**src/rtl/rr_prio_encoder.sv**
```systemverilog
// rr_prio_encoder: registered N-to-log2(N) request encoder with a valid/ready
// output stage. MODE 0 resolves to the highest set request. MODE 1 resolves
// round-robin, starting the scan just past the previous grant.
//
// Ports:
//   clk        rising-edge clock
//   rst_n      asynchronous active-low reset
//   req        level-sensitive request vector, sampled every clk
//   out_ready  consumer accepts the current result this cycle
//   out_valid  out_idx / out_onehot / multi hold a result
//   out_idx    encoded index of the selected request
//   out_onehot one-hot form of out_idx
//   multi      more than one request was set when the result was captured
module rr_prio_encoder #(
  parameter int unsigned N    = 8,
  parameter int unsigned W    = $clog2(N),
  parameter int unsigned MODE = 0
) (
  input  logic         clk,
  input  logic         rst_n,
  input  logic [N-1:0] req,
  input  logic         out_ready,
  output logic         out_valid,
  output logic [W-1:0] out_idx,
  output logic [N-1:0] out_onehot,
  output logic         multi
);

  logic [W-1:0] ptr;
  logic [W-1:0] sel_idx_c;
  logic [W-1:0] ptr_next_c;
  logic [W-1:0] scan_idx_c;
  int unsigned  scan_pos_c;
  logic         found_c;
  logic         load_c;
  logic         multi_c;

  // A new result may be captured when the stage is empty or being drained.
  assign load_c = !out_valid || out_ready;

  // Clearing the lowest set bit leaves something only if two or more were set.
  assign multi_c = |(req & (req - N'(1)));

  // Request selection.
  always_comb begin
    sel_idx_c  = '0;
    scan_idx_c = '0;
    scan_pos_c = 0;
    found_c    = 1'b0;
    if (MODE == 0) begin
      // Later (higher) set bits overwrite earlier ones: the top line dominates.
      for (int unsigned i = 0; i < N; i++) begin
        if (req[i]) sel_idx_c = W'(i);
      end
    end else begin
      // Scan ptr, ptr+1, ..., N-1, 0, ..., ptr-1; first hit wins.
      for (int unsigned i = 0; i < N; i++) begin
        scan_pos_c = 32'(ptr) + i;
        if (scan_pos_c >= N) scan_pos_c = scan_pos_c - N;
        scan_idx_c = W'(scan_pos_c);
        if (!found_c && req[scan_idx_c]) begin
          sel_idx_c = scan_idx_c;
          found_c   = 1'b1;
        end
      end
    end
  end

  // Pointer moves just past the grant; explicit wrap covers non-power-of-two N.
  always_comb begin
    ptr_next_c = sel_idx_c + W'(1);
    if (sel_idx_c == W'(N - 1)) ptr_next_c = '0;
  end

  // Output register and round-robin pointer.
  always_ff @(posedge clk or negedge rst_n) begin
    if (!rst_n) begin
      out_valid  <= 1'b0;
      out_idx    <= '0;
      out_onehot <= '0;
      multi      <= 1'b0;
      ptr        <= '0;
    end else if (load_c) begin
      if (|req) begin
        out_valid  <= 1'b1;
        out_idx    <= sel_idx_c;
        out_onehot <= N'(1) << sel_idx_c;
        multi      <= multi_c;
        if (MODE != 0) ptr <= ptr_next_c;
      end else begin
        out_valid <= 1'b0;
      end
    end
  end

endmodule
```
**config.mk**
```make
export PLATFORM = sky130hd
export DESIGN_NAME = rr_prio_encoder
export DESIGN_NICKNAME = d
export VERILOG_FILES = /design/src/rtl/rr_prio_encoder.sv
export SDC_FILE = /design/constraint.sdc
export NUM_CORES = 1
export LEC_CHECK = 0
export ABC_AREA = 1
export BUFFER_PORTS_ARGS = -buffer_cell sky130_fd_sc_hd__buf_4
export CAP_MARGIN = 10
export CORE_MARGIN = 2
export CORE_UTILIZATION = 50
export CTS_BUF_LIST = sky130_fd_sc_hd__clkbuf_8
export DETAILED_ROUTE_END_ITERATION = 12
export GPL_TIMING_DRIVEN = 0
export PLACE_DENSITY = 0.89
export SLEW_MARGIN = 5
export SYNTH_ARGS = -nofsm -noshare
export SYNTH_HDL_FRONTEND = slang
export SYNTH_SLANG_ARGS = --single-unit
```
**constraint.sdc**
```tcl
create_clock -name clk -period 1.8 [get_ports clk]
set_clock_uncertainty 0.1 [all_clocks]
set_input_delay 0.09 -clock clk [delete_from_list [all_inputs] [get_ports clk]]
set_output_delay 0.09 -clock clk [all_outputs]
set_load 0.05 [all_outputs]
```
==> impl_metrics.json, run 1 <==
{
  "arrival_ns": 1.21,
  "clockPowerShare": 0.334,
  "ant_nets": 0,
  "worstSetupPathType": "reg2reg",
  "crit_path_top_delay_cell": "dfrtp_1",
  "cts_root_buf": "clkbuf_8",
  "clkSinkCount": 13,
  "maxCapViolCount": 0,
  "io_buffers": 23,
  "leakage_uw": 0.000542,
  "post-place-ws_ns": 0.619,
  "fin_ws_ns": 0.615,
  "die-area_um2": 1820,
  "grt_pass1_vias": 633,
  "p_per_area_nw_per_um2": 752,
  "wire_per_inst_um": 10.8,
  "post-route-period-util": 0.658,
  "num_rows": 13,
  "start_util": 0.555,
  "crit_required_ns": 1.83,
  "cts_made_buffers": 3,
  "final_net_count": 130,
  "period_needed_ns": 1.19,
  "drv_slew": 0,
  "status": "finished clean",
  "yosysTopAreaCellShare": 0.434,
  "antenna_found_initial": 0,
  "die_w_um": 42.7,
  "num_vias": 648,
  "cts.repair.resized": 0,
  "fmaxAchievable_ghz": 0.844,
  "drt-initial-drc-count": 7,
  "cts_tree": "done",
  "worst_pin_slew_ns": 0.219,
  "layout-area-overhead-vs-synth_pct": 32.9,
  "syn_area_per_cell_um2": 8.33,
  "gp_congestion": 0.829,
  "cp-end-kind": "flip-flop",
  "final_cell_mix": "nand2_1, buf_4, dfrtp_1, nand2_2, inv_1",
  "worstSetupStartpointType": "flip-flop",
  "firstDrtPassIters": 4,
  "crit_chain": "inv_2, nor2_4, nor2_4, inv_4, buf_12, nand2_2, nand2_1",
  "grt_max_degree": 14,
  "fp.dieH_um": 42.7,
  "p_switching_uw": 229,
  "internal-power_uw": 520,
  "final_common_cell": "nand2_1",
  "rsz0062_at_grt": "false",
  "vdd_drop_max_v": 0.000426,
  "synth.net_count": 101,
  "yosysUniqueCellTypes": 17,
  "synth_area_um2": 749,
  "timing.hold.ws_ns": 0.0304,
  "setup_viol": 0,
  "viasPerCell": 4.87,
  "cts_max_level": 1,
  "nFillCells": 106,
  "hold_buffers": 1,
  "grt-ovfl-total": 0,
  "clk_pin_slew_ns": 0.05,
  "cts.repair_timing.setup_buffer_count": 0,
  "coreArea_um2": 1350,
  "p_comb_frac": 0.244,
  "clkLatencyLatePin_ns": 0.24,
  "hpwl_um": 1150,
  "cp_common_cell": "nor2_4",
  "hold_viol_final": 0,
  "synth_sequential_area_ratio": 0.434,
  "grt_pass1_wl_um": 2620,
  "ys_warn_count": 0,
  "remaining_drc_errors": 0,
  "hp-class": "in2reg",
  "max_slew_margin": 0.853,
  "p_sw_frac": 0.305,
  "synth_top_area_cell": "dfrtp_1",
  "ioPinCount": 24,
  "grtUsageTotal": 0.193,
  "rrSetupSlack_ns": 0.61,
  "tns_ns": 0,
  "p_seq_frac": 0.422,
  "drt_wl_total_um": 1440,
  "drive_gt1_frac": 0.432,
  "clk_path_buf_depth": 2,
  "cp_max_fo": 10,
  "diodes": 0,
  "synth_area_leaders": "dfrtp_1, nand2_1, nor2_4",
  "ys_ff_latch": 13,
  "cp_slowest_stage_delay_ns": 0.39,
  "synth_cells": 90
}
-- registers in the layout (all words and copies together), names as in the netlist --
| name | cells |
|---|---|
| out_valid | 1 |
| multi | 1 |
| out_onehot | 8 |
| out_idx | 3 |
-- metal layers --
metal	part of all wire	track usage
met1	0.44	0.219
met4	0.012	0.0563
met5	0	0
met2	0.49	0.330
met3	0.059	0.0766
-- final cells by class --
type                    instances  area, um^2  share of cell area
multi-input cells              65         360               0.362
flip-flops and latches         13         325               0.327
repair buffers                 24         183               0.183
inverters                      11        43.8              0.0440
clock buffers                   3        41.3              0.0415
plain buffers                   1        20.0              0.0201
well taps                      15        18.8              0.0188
clock inverters                 1        3.75             0.00377
-- synth_stat cells --
master,count
inv_1,8
nand2_2,9
nor2_2,2
nand2_1,26
o21ai_1,1
nor2_1,5
inv_2,2
nand3_1,5
dfrtp_1,13
nor2_4,6
inv_4,1
o21ai_0,1
o21ai_2,3
nand2_4,1
buf_12,1
a21oi_1,2
nand4_1,4
-- kinds of logic (layout without fill, tap and decap cells) --
family | after synthesis | count (layout) | share of synthesized area
DFF | 13 | 13 | 0.434
AOI/OAI and AO/OA | 7 | 7 | 0.0618
buffers and inverters | 12 | 40 | 0.0852
and+or+nand+nor | 58 | 58 | 0.419
-- worst max-delay path: cells and delay by family (launching register included) --
| kind | cells | cell delay [ns] |
|---|---|---|
| and+or+nand+nor | 4 | 0.30 |
| DFF | 1 | 0.39 |
| buffers and inverters | 3 | 0.28 |
-- power groups by stage --
stage	clock network [uW]	registers [uW]	logic (uW)
global placement	0	320	178
finish	250	316	183
floorplan	0	372	64.9
global route	275	318	197
CTS	258	316	184
detailed placement	0	321	181
-- stage by stage --
| step | util | instance area, um^2 | power (uW) | instances |
|---|---|---|---|---|
| finish | 0.738 | 996 | 749 | 133 |
| global placement | 0.697 | 941 | 498 | 128 |
| floorplan | - | 749 | 437 | 90 |
| global route | 0.738 | 996 | 789 | 133 |
| CTS | 0.738 | 996 | 758 | 133 |
| detailed placement | 0.697 | 941 | 503 | 128 |
-- worst paths after layout --
| kind | start | end | cells past startpoint |
|---|---|---|---|
| max reg2reg | out_valid$_DFFE_PN0N_ | out_onehot[0]$_DFFE_PN0P_ | 7 |
| max in group asynchronous | rst_n | out_onehot[2]$_DFFE_PN0P_ | 2 |
| min reg2reg | out_onehot[5]$_DFFE_PN0P_ | out_onehot[5]$_DFFE_PN0P_ | 2 |
| min | out_ready | out_valid$_DFFE_PN0N_ | 4 |
| max | out_valid$_DFFE_PN0N_ | out_onehot[0]$_DFFE_PN0P_ | 7 |
| min in group asynchronous | rst_n | out_idx[1]$_DFFE_PN0P_ | 2 |
Note: power is estimated with default switching activity, not from simulation.
==> inputs of run 2 (changes only) <==
Clock period 1.8 ns to 1.1 ns, I/O delays scaled along.
==> run 2 against run 1 <==
  * The run now ends with hold timing, setup timing left
  * First-iteration DRC count up 29%
  * Utilization up 6.3 points
  * Non-clock buffer count up 3
  * Register-to-register slack worse by 0.68 ns
  * Via count up 7.9%
  * Largest cell class unchanged
  * Fmax up 1.5%
==> impl_metrics.json, run 2 (synthesized netlist as in run 1, its figures left out) <==
{
  "status": "finished with violations",
  "violations": "hold timing, setup timing",
  "reg2reg_to": "out_onehot[1]$_DFFE_PN0P_",
  "grtUsageTotal": 0.210,
  "r2r_start": "out_valid$_DFFE_PN0N_",
  "ioPinCount": 24,
  "hp-start": "out_ready",
  "clk_path_buf_depth": 2,
  "die_w_um": 42.7,
  "cts_tree": "done",
  "cts_root_buf": "clkbuf_8",
  "diodes": 0,
  "setup_viol": 12,
  "hold_viol_final": 1,
  "worstSetupStartpointType": "flip-flop",
  "hold_depth": 4,
  "viasPerCell": 5.14,
  "num_rows": 13,
  "worstSetupPathType": "reg2reg",
  "cts_made_buffers": 3,
  "top_regs": "out_onehot x8, out_idx x3",
  "post-route-period-util": 1.06,
  "fp.dieH_um": 42.7,
  "crit_chain": "inv_2, nor2_4, nor2_4, inv_4, buf_12, nand2_2, nand2_1",
  "cts_max_level": 1,
  "firstDrtPassIters": 4,
  "die-area_um2": 1820,
  "antenna_found_initial": 0,
  "remaining_drc_errors": 0,
  "start_util": 0.555,
  "hold_end": "out_valid$_DFFE_PN0N_",
  "fmaxAchievable_ghz": 0.856,
  "finalInstanceArea_um2": 1080,
  "hp-class": "in2reg",
  "worst_pin_slew_ns": 0.239,
  "ant_nets": 0,
  "clkLatencyLatePin_ns": 0.25,
  "clk_pin_slew_ns": 0.06,
  "path_buf_inv": 3,
  "grt_pass1_vias": 694,
  "period_needed_ns": 1.17,
  "leakage_uw": 0.000601,
  "rr_worst_depth": 7,
  "regMostFlops": "out_onehot",
  "timing.hold.ws_ns": -0.00645,
  "vdd_drop_max_v": 0.000575,
  "cp.depth": 7,
  "arrival_ns": 1.19,
  "gp_congestion": 0.723,
  "cp_common_cell": "nor2_4",
  "final_net_count": 133,
  "coreArea_um2": 1350,
  "io_buffers": 23,
  "layout-area-overhead-vs-synth_pct": 44.2,
  "crit_required_ns": 1.13,
  "hpwl_um": 1120,
  "cp_top_family": "flip-flops",
  "maxCapViolCount": 0,
  "crit_path_top_delay_cell": "dfrtp_2",
  "largest_reg_flops": 8,
  "max_slew_margin": 0.840,
  "final_common_cell": "buf_4",
  "post_dp_cell_area_um2": 942,
  "num_vias": 699,
  "grt-ovfl-total": 0,
  "cp_slowest_stage_delay_ns": 0.41,
  "rrSetupSlack_ns": -0.07,
  "cp-end-kind": "flip-flop",
  "grt_max_degree": 14,
  "final_cell_mix": "buf_4, nand2_1, dfrtp_1, nand2_2, inv_1",
  "drt_wl_total_um": 1800,
  "wire_per_inst_um": 13.2,
  "grt_pass1_wl_um": 2930,
  "rsz0062_at_grt": "true",
  "startpoint": "out_valid$_DFFE_PN0N_",
  "drive_gt1_frac": 0.504,
  "clkSinkCount": 13,
  "p_per_area_nw_per_um2": 1180,
  "fin_ws_ns": -0.0676,
  "drv_slew": 0,
  "drt-initial-drc-count": 9,
  "cp_max_fo": 5
}
run 2: cell types whose count changed in the layout (fill, tap and decap cells not counted), sizes merged:
cell	previous run	this run
buf	24	27
run 2: area by class of cell:
class	count	area [um^2]
multi-input cells	65	398
flip-flops and latches	13	327
fillers	96	269
repair buffers	27	229
inverters	11	43.8
clock buffers	3	41.3
plain buffers	1	20.0
well taps	15	18.8
clock inverters	1	3.75
run 2: how the worst max path moves through the flow:
stage | endpoint | slack (ns)
global placement | out_onehot[6]$_DFFE_PN0P_ | -0.05
detailed placement | out_onehot[2]$_DFFE_PN0P_ | -0.06
finish | out_onehot[1]$_DFFE_PN0P_ | -0.07
global route | multi$_DFFE_PN0P_ | -0.13
CTS | out_onehot[2]$_DFFE_PN0P_ | -0.06
floorplan | out_onehot[4]$_DFFE_PN0P_ | -0.17
run 2: metrics by stage:
stage          TNS, ns  power (uW)  setup WS, ns  cells   util
6_report        -0.577        1280       -0.0676    136  0.801
4_1_cts         -0.584        1250       -0.0613    136  0.778
2_1_floorplan    -1.68         714        -0.168     90      -
3_5_place_dp    -0.505         822       -0.0645    128  0.698
3_3_place_gp    -0.361         814       -0.0488    128  0.698
5_1_grt          -1.14        1320        -0.126    136  0.801
run 2: per-layer routing:
metal,part of all wire,GRT usage
met1,0.41,0.245
met2,0.52,0.370
met3,0.049,0.0255
met4,0.022,0.113
met5,0,0
run 2: report_power, final:
part	total [uW]	switching (uW)	internal, uW
registers	521	18.4	502
logic	330	209	121
clock network	424	178	246
total	1280	405	870
run 2: repair_timing:
item,in CTS,in global routing
setup endpoints to repair,10,12
resized for setup,4,9
buffers inserted,2,0
endpoints found under the hold margin,14,0
pin swaps,5,3
cloned,1,0
hold buffers,1,0
run 2: tightest hold or removal path: cells and delay by family:
family                 cells  cell delay (ns)
buffers and inverters      2             0.15
AND/OR/NAND/NOR            2             0.10
==> inputs of run 3 (changes only) <==
Settings changed: CELL_PAD_IN_SITES_DETAIL_PLACEMENT set to 1, CELL_PAD_IN_SITES_GLOBAL_PLACEMENT set to 1, CORE_UTILIZATION 50 to 37, CTS_CLUSTER_SIZE set to 14, PLACE_DENSITY 0.89 to 0.9, SETUP_SLACK_MARGIN set to 0.2.
==> run 3 against run 2 <==
  * The run ends with setup timing left
  * Clock power up 4%
  * Fmax down 13%
  * Worst hold slack better by 0.061 ns
  * Critical path depth unchanged
  * Global-route usage up 3.5 points
  * Combinational power up 39%
  * Register-to-register slack worse by 0.18 ns
  * First-iteration DRC count up 89%
  * Routed wire length up 99%
  * Die area up 32%
  * Design area up 21%
==> impl_metrics.json, run 3 (synthesized netlist as in run 1, its figures left out) <==
{
  "maxCapViolCount": 0,
  "gp_congestion": 0.728,
  "die_w_um": 49.0,
  "layout-area-overhead-vs-synth_pct": 74.6,
  "violations": "setup timing",
  "fp.dieH_um": 49.0,
  "grt_pass1_wl_um": 4310,
  "grt_pass1_vias": 870,
  "cp-end-kind": "flip-flop",
  "remaining_drc_errors": 0,
  "leakage_uw": 0.000697,
  "max_slew_margin": 0.829,
  "vdd_drop_max_v": 0.00109,
  "clkLatencyLatePin_ns": 0.25,
  "fmaxAchievable_ghz": 0.743,
  "largest_reg_flops": 8,
  "clk_path_buf_depth": 2,
  "cp_max_fo": 5,
  "io_buffers": 23,
  "num_vias": 869,
  "coreArea_um2": 1940,
  "rsz0062_at_grt": "true",
  "grt_max_degree": 14,
  "num_rows": 16,
  "period_needed_ns": 1.35,
  "cts_max_level": 1,
  "hpwl_um": 1460,
  "regMostFlops": "out_onehot",
  "hold_viol_final": 0,
  "nFillCells": 231,
  "cts_root_buf": "clkbuf_8",
  "arrival_ns": 1.37,
  "final_common_cell": "buf_4",
  "clk_pin_slew_ns": 0.06,
  "viasPerCell": 5.30,
  "firstDrtPassIters": 4,
  "worst_pin_slew_ns": 0.256,
  "diodes": 0,
  "post-route-period-util": 1.22,
  "final_net_count": 149,
  "top_regs": "out_onehot x8, out_idx x3",
  "fin_ws_ns": -0.246,
  "hp-class": "in2reg",
  "grtUsageTotal": 0.246,
  "worstSetupPathType": "reg2reg",
  "cts_made_buffers": 3,
  "drt-initial-drc-count": 17,
  "wire_per_inst_um": 21.8,
  "power.total_uw": 1420,
  "start_util": 0.386,
  "ioPinCount": 24,
  "grt-ovfl-total": 0,
  "drt_wl_total_um": 3580,
  "antenna_found_initial": 0,
  "setup_viol": 13,
  "die-area_um2": 2400,
  "cts_tree": "done",
  "ant_nets": 0,
  "drive_gt1_frac": 0.628,
  "drv_slew": 0,
  "tns_ns": -2.74,
  "p_per_area_nw_per_um2": 1090,
  "crit_required_ns": 1.13,
  "clkSinkCount": 13,
  "worstSetupStartpointType": "flip-flop",
  "final_cell_mix": "buf_4, nand2_1, buf_6, nand2_2, dfrtp_1",
  "status": "finished with violations"
}
-- run 3: changes by cell type in the layout (fill, tap and decap cells not counted) --
| cell | delta |
|---|---|
| buf_4 | +2 |
| clkinv_4 | +1 |
| nor2_1 | -3 |
| nand2_1 | -5 |
| nand2_2 | +4 |
| nor2_4 | +1 |
| o21ai_2 | +1 |
| nor2_2 | +2 |
| inv_4 | -1 |
| o21ai_1 | -1 |
| buf_6 | +13 |
| nand2_4 | +1 |
| buf_8 | +1 |
-- run 3: cell type report --
cell class	count	area [um^2]	share of cell area
multi-input combinational	65	432	0.330
tap	27	33.8	0.0258
timing repair buffer	43	405	0.310
buffer	1	20.0	0.0153
clock buffer	3	41.3	0.0315
inverter	11	46.3	0.0354
clock inverter	1	3.75	0.00287
sequential	13	327	0.250
-- run 3: per-stage QoR --
step	util	std cells	area, um^2	hold slack [ns]	worst slack (ns)
final	0.674	164	1310	0.0549	-0.246
after global routing	0.674	164	1310	0.0653	-0.268
after CTS	0.627	160	1220	0.00880	-0.0829
after detailed placement	0.493	140	957	-0.191	-0.0705
after global placement	0.493	140	957	-0.197	-0.0541
after floorplan	-	90	751	-0.341	-0.168
-- run 3: path summary, 6_finish.rpt --
| kind | startpoint | endpoint | slack [ns] | cells after the start |
|---|---|---|---|---|
| worst max-delay path | out_valid$_DFFE_PN0N_ | out_onehot[3]$_DFFE_PN0P_ | -0.25 | 7 |
| worst min-delay path | req[5] | out_valid$_DFFE_PN0N_ | 0.05 | 5 |
| worst max register to register | out_valid$_DFFE_PN0N_ | out_onehot[3]$_DFFE_PN0P_ | -0.25 | 7 |
| worst min register to register | out_onehot[2]$_DFFE_PN0P_ | out_onehot[2]$_DFFE_PN0P_ | 0.48 | 2 |
| max in group asynchronous | rst_n | out_valid$_DFFE_PN0N_ | 0.61 | 2 |
| min in group asynchronous | rst_n | out_idx[0]$_DFFE_PN0P_ | 0.10 | 2 |
-- run 3: timing repair --
action,in CTS,in global routing
endpoints found under the setup margin,25,26
resized for setup,21,19
pin swaps,11,5
buffers inserted,14,4
hold endpoints to repair,13,0
gates cloned,1,0
hold buffers,1,0
-- run 3: routing by layer --
| layer | share of wire | GRT usage |
|---|---|---|
| met3 | 0.048 | 0.0276 |
| met2 | 0.51 | 0.425 |
| met5 | 0 | 0 |
| met4 | 0.058 | 0.110 |
| met1 | 0.38 | 0.308 |
-- run 3: critical path: stages, from the launching register on --
cell      delay, ns
dfrtp_2        0.43
inv_2          0.10
nor2_4         0.06
nor2_4         0.14
clkinv_4       0.12
buf_16         0.16
nand2_2        0.05
nand2_1        0.06
-- run 3: where the power goes --
| group | switching [uW] | total (uW) | internal (uW) |
|---|---|---|---|
| clock network | 194 | 442 | 247 |
| registers | 19.7 | 522 | 502 |
| logic | 275 | 458 | 183 |
| total | 489 | 1420 | 932 |
